--- src/rtl/regfile_pkg.sv ---
// ---------------------------------------------------------------------------
// regfile_pkg
//   Shared types and helpers for the parameterised register file.
//   - clr_state_t : state of the array-clear sweep controller
//   - even_par    : even-parity bit for a data word (zero-extended to 64 bits)
// ---------------------------------------------------------------------------
package regfile_pkg;

    typedef enum logic [1:0] {
        IDLE  = 2'd0,
        CLEAR = 2'd1,
        DONE  = 2'd2
    } clr_state_t;

    // Parity bit that makes the XOR over {parity, data} equal zero.
    function automatic logic even_par(input logic [63:0] d);
        return ^d;
    endfunction

endpackage

--- src/rtl/regfile_if.sv ---
// ---------------------------------------------------------------------------
// regfile_if
//   Bus bundle for regfile_param.
//   master : drives rd_addr, wr_en, wr_addr, wr_data, clr_req
//            receives rd_data, rd_perr, clr_busy, clr_done, wr_rej
//   slave  : the register file side (directions mirrored)
//   Read ports are packed: port i uses rd_addr[i*AW +: AW] and
//   rd_data[i*DATA_W +: DATA_W].
// ---------------------------------------------------------------------------
interface regfile_if #(
    parameter int DATA_W = 19,
    parameter int DEPTH  = 32,
    parameter int NRD    = 2
);
    localparam int AW = $clog2(DEPTH);

    logic [NRD*AW-1:0]     rd_addr;
    logic [NRD*DATA_W-1:0] rd_data;
    logic [NRD-1:0]        rd_perr;
    logic                  wr_en;
    logic [AW-1:0]         wr_addr;
    logic [DATA_W-1:0]     wr_data;
    logic                  clr_req;
    logic                  clr_busy;
    logic                  clr_done;
    logic                  wr_rej;

    modport master (
        output rd_addr, wr_en, wr_addr, wr_data, clr_req,
        input  rd_data, rd_perr, clr_busy, clr_done, wr_rej
    );

    modport slave (
        input  rd_addr, wr_en, wr_addr, wr_data, clr_req,
        output rd_data, rd_perr, clr_busy, clr_done, wr_rej
    );

endinterface

--- src/rtl/regfile_clr_fsm.sv ---
// ---------------------------------------------------------------------------
// regfile_clr_fsm
//   Sweep controller that zeroes every entry of the register file, one
//   entry per cycle, then reports completion for a single cycle.
//   Ports:
//     clk, rst_n   : clock, asynchronous active-low reset
//     i_clr_req    : start a sweep (honoured only in IDLE)
//     o_idle       : controller is IDLE (writes may be accepted)
//     o_clr_en     : zero the entry at o_clr_addr on this edge
//     o_clr_addr   : entry being cleared
//     o_clr_busy   : high for exactly DEPTH cycles while sweeping
//     o_clr_done   : one-cycle pulse after the last entry is cleared
// ---------------------------------------------------------------------------
module regfile_clr_fsm
    import regfile_pkg::*;
#(
    parameter int DEPTH = 32,
    parameter int AW    = 5
) (
    input  logic          clk,
    input  logic          rst_n,
    input  logic          i_clr_req,
    output logic          o_idle,
    output logic          o_clr_en,
    output logic [AW-1:0] o_clr_addr,
    output logic          o_clr_busy,
    output logic          o_clr_done
);

    clr_state_t    r_state;
    logic [AW-1:0] r_ptr;
    logic          r_done;

    always_ff @(posedge clk or negedge rst_n) begin
        if (!rst_n) begin
            r_state <= IDLE;
            r_ptr   <= '0;
            r_done  <= 1'b0;
        end else begin
            case (r_state)
                IDLE: begin
                    r_done <= 1'b0;
                    if (i_clr_req) begin
                        r_state <= CLEAR;
                        r_ptr   <= '0;
                    end
                end
                CLEAR: begin
                    if (r_ptr == AW'(DEPTH - 1)) begin
                        r_state <= DONE;
                        r_done  <= 1'b1;
                    end else begin
                        r_ptr <= r_ptr + 1'b1;
                    end
                end
                DONE: begin
                    r_done  <= 1'b0;
                    r_state <= IDLE;
                end
                default: begin
                    r_done  <= 1'b0;
                    r_state <= IDLE;
                end
            endcase
        end
    end

    assign o_idle     = (r_state == IDLE);
    assign o_clr_busy = (r_state == CLEAR);
    assign o_clr_en   = (r_state == CLEAR);
    assign o_clr_addr = r_ptr;
    assign o_clr_done = r_done;

endmodule

--- src/rtl/regfile_param.sv ---
// ---------------------------------------------------------------------------
// regfile_param
//   Parameterised register file: NRD combinational read ports with
//   write-through bypass, one write port, and a full-array clear sweep.
//   Parameters: DATA_W (1..64), DEPTH (2..256), NRD (1..4), ZERO_REG0.
//   Ports:
//     clk   : single clock, rising edge
//     rst_n : asynchronous active-low reset
//     bus   : regfile_if.slave (read/write/clear/status signals)
//   Build option: define REGFILE_PARITY_EN to store an even-parity bit
//   per entry and flag mismatches on rd_perr; otherwise rd_perr is 0.
// ---------------------------------------------------------------------------
module regfile_param
    import regfile_pkg::*;
#(
    parameter int DATA_W    = 19,
    parameter int DEPTH     = 32,
    parameter int NRD       = 2,
    parameter int ZERO_REG0 = 1
) (
    input  logic     clk,
    input  logic     rst_n,
    regfile_if.slave bus
);

    localparam int AW = $clog2(DEPTH);
`ifdef REGFILE_PARITY_EN
    localparam int EW = DATA_W + 1;
`else
    localparam int EW = DATA_W;
`endif

    logic [EW-1:0]         r_mem [DEPTH];
    logic                  r_wr_rej;

    logic                  w_idle;
    logic                  w_clr_en;
    logic [AW-1:0]         w_clr_addr;
    logic                  w_wr_inrange;
    logic                  w_wr_zero;
    logic                  w_wr_acc;
    logic                  w_wr_rej;
    logic [EW-1:0]         w_wr_word;
    logic [NRD*DATA_W-1:0] w_rd_data;
    logic [NRD-1:0]        w_rd_perr;

    regfile_clr_fsm #(
        .DEPTH (DEPTH),
        .AW    (AW)
    ) u_clr_fsm (
        .clk        (clk),
        .rst_n      (rst_n),
        .i_clr_req  (bus.clr_req),
        .o_idle     (w_idle),
        .o_clr_en   (w_clr_en),
        .o_clr_addr (w_clr_addr),
        .o_clr_busy (bus.clr_busy),
        .o_clr_done (bus.clr_done)
    );

    assign w_wr_inrange = (int'(bus.wr_addr) < DEPTH);
    assign w_wr_zero    = (ZERO_REG0 != 0) && (bus.wr_addr == '0);
    assign w_wr_acc     = bus.wr_en && w_idle && w_wr_inrange && !w_wr_zero;
    // Register-0 writes are in range and dropped silently, so they never reject.
    assign w_wr_rej     = bus.wr_en && !(w_idle && w_wr_inrange);

`ifdef REGFILE_PARITY_EN
    assign w_wr_word = {even_par(64'(bus.wr_data)), bus.wr_data};
`else
    assign w_wr_word = bus.wr_data;
`endif

    // Clear and write never collide: a write is only accepted in IDLE.
    always_ff @(posedge clk or negedge rst_n) begin
        if (!rst_n) begin
            for (int unsigned k = 0; k < DEPTH; k++) begin
                r_mem[k] <= '0;
            end
            r_wr_rej <= 1'b0;
        end else begin
            r_wr_rej <= w_wr_rej;
            if (w_clr_en) begin
                r_mem[w_clr_addr] <= '0;
            end else if (w_wr_acc) begin
                r_mem[bus.wr_addr] <= w_wr_word;
            end
        end
    end

    always_comb begin : rd_mux
        logic [AW-1:0] ra;
        logic [EW-1:0] ent;
        w_rd_data = '0;
        w_rd_perr = '0;
        ra        = '0;
        ent       = '0;
        for (int unsigned i = 0; i < NRD; i++) begin
            ra = bus.rd_addr[i*AW +: AW];
            if ((ZERO_REG0 != 0) && (ra == '0)) begin
                w_rd_data[i*DATA_W +: DATA_W] = '0;
            end else if (w_wr_acc && (ra == bus.wr_addr)) begin
                w_rd_data[i*DATA_W +: DATA_W] = bus.wr_data;
            end else if (int'(ra) < DEPTH) begin
                ent = r_mem[ra];
                w_rd_data[i*DATA_W +: DATA_W] = ent[DATA_W-1:0];
`ifdef REGFILE_PARITY_EN
                w_rd_perr[i] = ^ent;
`endif
            end
        end
    end

    assign bus.rd_data = w_rd_data;
    assign bus.rd_perr = w_rd_perr;
    assign bus.wr_rej  = r_wr_rej;

endmodule

--- src/flat_wrapper.sv ---
// flat-port wrapper written by rule: the top's interface ports become plain ports
module regfile_param_flat import regfile_pkg::*;
#(
    parameter int DATA_W    = 19,
    parameter int DEPTH     = 32,
    parameter int NRD       = 2,
    parameter int ZERO_REG0 = 1
)
  (clk, rst_n, bus_rd_addr, bus_wr_en, bus_wr_addr, bus_wr_data, bus_clr_req, bus_rd_data, bus_rd_perr, bus_clr_busy, bus_clr_done, bus_wr_rej);
  regfile_if #(.DATA_W(DATA_W), .DEPTH(DEPTH), .NRD(NRD)) bus_i ();
  input  logic clk;
  input  logic rst_n;
  input wire logic [$bits(bus_i.rd_addr)-1:0] bus_rd_addr;
  input wire logic [$bits(bus_i.wr_en)-1:0] bus_wr_en;
  input wire logic [$bits(bus_i.wr_addr)-1:0] bus_wr_addr;
  input wire logic [$bits(bus_i.wr_data)-1:0] bus_wr_data;
  input wire logic [$bits(bus_i.clr_req)-1:0] bus_clr_req;
  output wire logic [$bits(bus_i.rd_data)-1:0] bus_rd_data;
  output wire logic [$bits(bus_i.rd_perr)-1:0] bus_rd_perr;
  output wire logic [$bits(bus_i.clr_busy)-1:0] bus_clr_busy;
  output wire logic [$bits(bus_i.clr_done)-1:0] bus_clr_done;
  output wire logic [$bits(bus_i.wr_rej)-1:0] bus_wr_rej;
  assign bus_i.rd_addr = bus_rd_addr;
  assign bus_i.wr_en = bus_wr_en;
  assign bus_i.wr_addr = bus_wr_addr;
  assign bus_i.wr_data = bus_wr_data;
  assign bus_i.clr_req = bus_clr_req;
  assign bus_rd_data = bus_i.rd_data;
  assign bus_rd_perr = bus_i.rd_perr;
  assign bus_clr_busy = bus_i.clr_busy;
  assign bus_clr_done = bus_i.clr_done;
  assign bus_wr_rej = bus_i.wr_rej;
  regfile_param #(.DATA_W(DATA_W), .DEPTH(DEPTH), .NRD(NRD), .ZERO_REG0(ZERO_REG0)) u_core (.clk(clk), .rst_n(rst_n), .bus(bus_i));
endmodule
--- config.mk ---
export PLATFORM = sky130hd
export DESIGN_NAME = regfile_param_flat
export DESIGN_NICKNAME = d
export VERILOG_FILES = /design/src/rtl/regfile_pkg.sv /design/src/rtl/regfile_if.sv /design/src/rtl/regfile_clr_fsm.sv /design/src/rtl/regfile_param.sv /design/src/flat_wrapper.sv
export SDC_FILE = /design/constraint.sdc
export NUM_CORES = 1
export LEC_CHECK = 0
export CORE_UTILIZATION = 40
export CTS_CLUSTER_SIZE = 25
export DETAILED_ROUTE_END_ITERATION = 16
export GPL_TIMING_DRIVEN = 0
export HOLD_SLACK_MARGIN = 0.15
export PLACE_DENSITY = 0.64
export SLEW_MARGIN = 5
export SYNTH_ARGS = -nofsm -noshare
export SYNTH_HDL_FRONTEND = slang
export SYNTH_SLANG_ARGS = --single-unit
--- constraint.sdc ---
create_clock -name clk -period 5.9 [get_ports clk]
set_input_delay 0.59 -clock clk [delete_from_list [all_inputs] [get_ports clk]]
set_output_delay 0.59 -clock clk [all_outputs]
set_load 0.005 [all_outputs]
== Yosys cells after proc, flatten, opt, wreduce, memory -nomap -nowiden ==
Cells that the tools add are included.

* Flip-flop bits (word level): 617
* Input port bits: 38
* Output and inout port bits: 43
* Word-level logic and storage cells: 98

* Bitwise operators: 6
* Mux-type cells: 25
* Equality and inequality tests: 7
* Add/subtract/negate cells: 1
* Magnitude comparators: 6
* Reduce and logical (&&, ||, !) cells: 17

{| class="wikitable"
|+ Operators with widths
! cell !! count
|-
| two-way mux 608 bit || 2
|-
| bitwise AND 608 bit || 1
|-
| bitwise mux 608 bit || 1
|-
| NOT 608 bit || 1
|-
| binary-select mux 19 bit (select 5 bit) || 2
|-
| demux 19 bit (select 5 bit) || 2
|-
| two-way mux 19 bit || 10
|-
| greater-or-equal comparator 6 bit (second input constant) || 4
|-
| NOT 5 -> 6 bit || 4
|-
| logical NOT 5 bit || 3
|-
| < comparator 6 x 1 -> 1 bit (second input constant) || 2
|-
| equality test 5 bit || 2
|-
| two-way mux 5 bit || 2
|-
| one-hot mux 5 bit (2 select lines) || 1
|-
| logical AND 1 bit || 7
|-
| adder 5 x 1 -> 5 bit (second input constant) || 1
|-
| equality test 5 bit (second input constant) || 1
|-
| two-way mux 2 bit || 2
|-
| != test 2 bit (second input constant) || 2
|-
| one-hot mux 2 bit (2 select lines) || 1
|-
| nonzero test 2 bit || 2
|-
| AND reduction 3 bit || 1
|-
| equality test 2 x 1 -> 1 bit (second input constant) || 1
|-
| logical NOT 1 bit || 2
|-
| other kinds (4) || 5
|}

== Logic depth before layout (Yosys ltp) ==
* Word-level depth: 8
* Gate-level depth with buffers: 10
* Depth with buffers taken out: 9

== Hierarchy ==
From an unflattened synthesis, not the netlist that was laid out.

* Cell total of the unflattened synthesis: 2558
* Area, all modules: 32452.4 µm²

{| class="wikitable"
|+ By module, submodules not included
! module !! area an instance (µm²) !! cells each !! times used !! seq. area each (µm²)
|-
| regfile_param || 32053.2 || 2521 || 1 || 15239.6
|-
| regfile_clr_fsm || 399.1 || 37 || 1 || 200.2
|}

== Worst setup path before layout ==
Ideal clock, no wire load.

* Kind: input-to-output
* Start: input port bus_rd_addr[6]
* End: output port bus_rd_data[19]
* Arrival time: 2.301 ns
* Setup slack: 3.009 ns
* Required time: 5.310 ns
* Stages on the path: 7
* Path through: buf_2 buf_1 mux4_2 mux2_2 a2111oi_0 nand2_1 o2111a_1

* Longest elaborated chain between the ends: 6
* Elaborated cells on any way between the ends: 9
* Those cells by class: eq/ne: 1; mux: 5; bitwise: 1; reduce/logical: 2

{| class="wikitable"
|+ Ends and longest elaborated chain
! item !! line !! text
|-
| from (decl) || flat_wrapper.sv:13 || <nowiki>input wire logic [$bits(bus_i.rd_addr)-1:0] bus_rd_addr;</nowiki>
|-
| NOT 5 -> 6 bit (implied by the code) || regfile_param.sv:104 || <nowiki>ent = r_mem[ra];</nowiki>
|-
| binary-select mux 19 bit (select 5 bit) || regfile_param.sv:104 ||
|-
| two-way mux 19 bit (implied by the code) (2 in a row) || regfile_param.sv:104 ||
|-
| two-way mux 19 bit || regfile_param.sv:101 || <nowiki>end else if (w_wr_acc && (ra == bus.wr_addr)) begin</nowiki>
|-
| two-way mux 19 bit * || regfile_param.sv:99 || <nowiki>if ((ZERO_REG0 != 0) && (ra == '0)) begin</nowiki>
|-
| to (decl) || flat_wrapper.sv:18 || <nowiki>output wire logic [$bits(bus_i.rd_data)-1:0] bus_rd_data;</nowiki>
|}

Mark *: on every way between the ends. The rest lies on a longest branch, timed or not. The select of a mux whose other input is x is not followed.

== Final worst setup path ==
* Start: input port bus_rd_addr[6]
* End: output port bus_rd_data[35]

Same word-level chain as after synthesis.

==> results.cfg <==
[synth]
yosysTopAreaCellShare_pct = 46.9
synthCells = 2639
synth_edf_count = 0
ys_ff_latch = 617
yosysWarnings = 0
synth_cell_type_count = 44
synth.avg_cell_area_um2 = 12.5
async_flop_share_pct = 100
yosys_most_used_dff = dfrtp_1
netlist_area_mm2 = 0.0329
yosysTopAreaCell = dfrtp_1
synth_area_leaders = dfrtp_1 (47%), a22o_1 (16%), mux4_2 (11%), mux2i_1 (8.8%), mux2_2 (2.6%)
ys_seq_area_share_pct = 46.9

[worst_setup_path]
critPathSlowestCell = a2111oi_0
crit_buf_inv = 5
worstPathCellList = clkdlybuf4s50_1 > buf_2 > buf_2 > nand3b_1 > clkbuf_1 > o22ai_1 > a2111oi_0 > nand2_1 > o2111a_1 > clkdlybuf4s50_1
r2r_end = u_core.r_mem[94]
critPathKind = input pin to primary output
cpLargestDelayFamily = buffers and inverters
r2r_start = u_core.u_clr_fsm.r_state[0]
reg2regPathDepth = 6
cp-end-kind = primary output
crit_required_ps = 5310
cp-start-kind = input pin
slowest_delay_ps = 590
worstPathArrival_ps = 4650
r2r_slack_ps = 2620
critPathMaxFanout = 10

[clock_tree]
cts_sinks = 617
cts_resized = 0
cts_max_level = 3
numCtsBuffers = 72
post_cts_buffers = 0
worstSkewPairLatency_ps = 630
path_clk_slew_ps = 60
cts-root-buf = clkbuf_16
hold_buffers = 1
clk_path_buf_depth = 3
cts_tree = yes

[die]
die_x_um = 289
rows = 104
initial_core_util_pct = 40.7
ioPinCount = 81
die_height_um = 289
fp.coreArea_mm2 = 0.0809
die_area_mm2 = 0.0834

[cells_and_area]
multi_input_area_mm2 = 0.0160
regArea_mm2 = 0.0154
area_delta_synth_final_pct = 13.2
layout_commonest_cell = dfrtp_1
finalNetCount = 2811
fillers = 7236
drive_gt1_share_pct = 16.4
mostFrequentLayoutCells = dfrtp_1 (617), a22o_1 (590), mux2i_1 (288), clkbuf_1 (202), mux4_2 (156)

[placed_design]
place.port_buffers = 48
dp_hpwl_um = 90500
dp_slack_ps = 876
gp_congestion = 1.01

[detailed_routing]
vias_per_cell = 6.73
drc_errors = 0
vias = 26100
wl_um = 121000
routedWlPerCell_um = 31.0
first_iter_violations = 3354
drt_first_pass_iters = 6
antenna_left = 0

[status]
outcome = finished, final reports clean

[flow_run]
cap_violations = 0

[min_path]
hold_depth = 2
hp-start = bus_wr_data[13]
min_path_type = input pin to flop
whs_endpoint = u_core.r_mem[89]

[sta]
slew_violations = 0
worst_pin_slew_ps = 1280
postLayoutSetupSlackWorst_ps = 657
setup_viol = 0
final.setup.tns_ps = 0
skew_ps = 28.0
slew_headroom_pct = 14.3
fin_crit_sh_pct = 88.9
finalHoldViolations = 0
rsz0062_at_grt = false
fmax_mhz = 191
fin_crit_ps = 5240

[power]
combPwrFrac_pct = 15.9
p_seq_share_pct = 42.4
p_sw_mw = 3.17
peakVddDrop_v = 0.000243
p_int_mw = 7.83
power_density_mw_per_mm2 = 295
p_clk_share_pct = 41.6
p_leak_nw = 16.5
sw_frac_of_total_pct = 28.8

[grt]
antenna_found_initial = 2
grt_pass1_vias = 26200
grt_max_degree = 116
overflow = 0
grt_use_total_pct = 28.9
grt_pass1_wl_um = 178000
[layer usage]
| metal | share of wire [%] | global-route usage, % | wire length [µm] | vias to the layer above |
|---|---|---|---|---|
| met3 | 10 | 7.42 | 12000 | 252 |
| met5 | 0.011 | 0 | 13 | - |
| met4 | 3.2 | 8.99 | 3800 | 2 |
| met2 | 46 | 45.7 | 55800 | 1527 |
| met1 | 41 | 38.8 | 48900 | 13700 |
| li1 | - | - | - | 10700 |
[how the worst max path moves through the flow]
stage | from | slack [ps] | cells past startpoint | end
after floorplan | bus_rd_addr[6] | 3010 | 7 | bus_rd_data[19]
after global placement | rst_n | -22570 | 1 | u_core.r_mem[164]
after detailed placement | bus_rd_addr[1] | 880 | 9 | bus_rd_data[1]
after CTS | bus_rd_addr[1] | 870 | 9 | bus_rd_data[1]
after global routing | bus_rd_addr[1] | 670 | 9 | bus_rd_data[2]
final | bus_rd_addr[6] | 660 | 10 | bus_rd_data[35]
[power by group through the flow]
stage | Combinational (mW) | Clock, mW | Sequential, mW
final | 1.75 | 4.58 | 4.67
after global placement | 1.66 | 0 | 4.72
after detailed placement | 1.71 | 0 | 4.73
after global routing | 1.84 | 4.79 | 4.69
after floorplan | 1.05 | 0 | 4.67
after CTS | 1.72 | 4.60 | 4.66
[worst register-to-register path, stage by stage, from the launching register on]
cell and delay, ps:
dfrtp_1 420, nor3b_2 480, nand3_1 580, nor2_1 290, clkbuf_1 560, clkbuf_1 580, a22o_1 270
[cells in the mapped netlist, drive strengths merged (5+ instances only)]
cell type,n
buf,144
o22ai,108
nand4,39
mux2,75
mux4,160
or3,5
ha,5
nand3b,7
mux2i,288
and2,28
o2111a,36
o21ai,38
a2111oi,36
xor2,7
nand2,78
clkbuf,182
nor2b,5
or3b,7
dfrtp,617
a22o,590
nor2,112
a22oi,6
a21oi,32
inv,6
[metrics by stage]
step / cell area (µm²) / total power [mW] / instances / hold WS [ps] / utilization (%)
final: 37300 / 11.0 / 3883 / 436 / 46.0
after global placement: 34700 / 6.39 / 3748 / 480 / 42.9
after detailed placement: 34900 / 6.43 / 3753 / 496 / 43.1
after global routing: 37300 / 11.3 / 3883 / 459 / 46.0
after CTS: 37200 / 11.0 / 3882 / 409 / 46.0
after floorplan: 32900 / 5.72 / 2640 / 294 / -
[area by class of cell]
cell class | instances | share of cell area, %
tap | 1060 | 3.56
inverter | 6 | 0.0605
antenna | 1 | 0.00672
multi-input combinational | 1691 | 42.9
sequential | 617 | 41.4
buffer | 326 | 3.95
clock buffer | 109 | 5.73
clock inverter | 19 | 0.658
timing repair buffer | 54 | 1.70
[sequential cells by signal, summed over array words and instances (netlist names)]
name / cells
u_core.r_mem: 608
u_core.u_clr_fsm.o_clr_addr: 5
u_core.u_clr_fsm.r_state: 2
u_core.bus.wr_rej: 1
u_core.u_clr_fsm.o_clr_done: 1
[kinds of logic after synthesis]
kind of cell	after synthesis	share of synthesized area, %
compound gates	852	21.4
flops	617	46.9
mux	523	22.3
buf+inv	332	4.54
simple gates	298	4.32
xor+xnor	11	0.293
fa+ha+maj	5	0.190
other cells	1	0.0114
(Power assumes the default switching activity.)
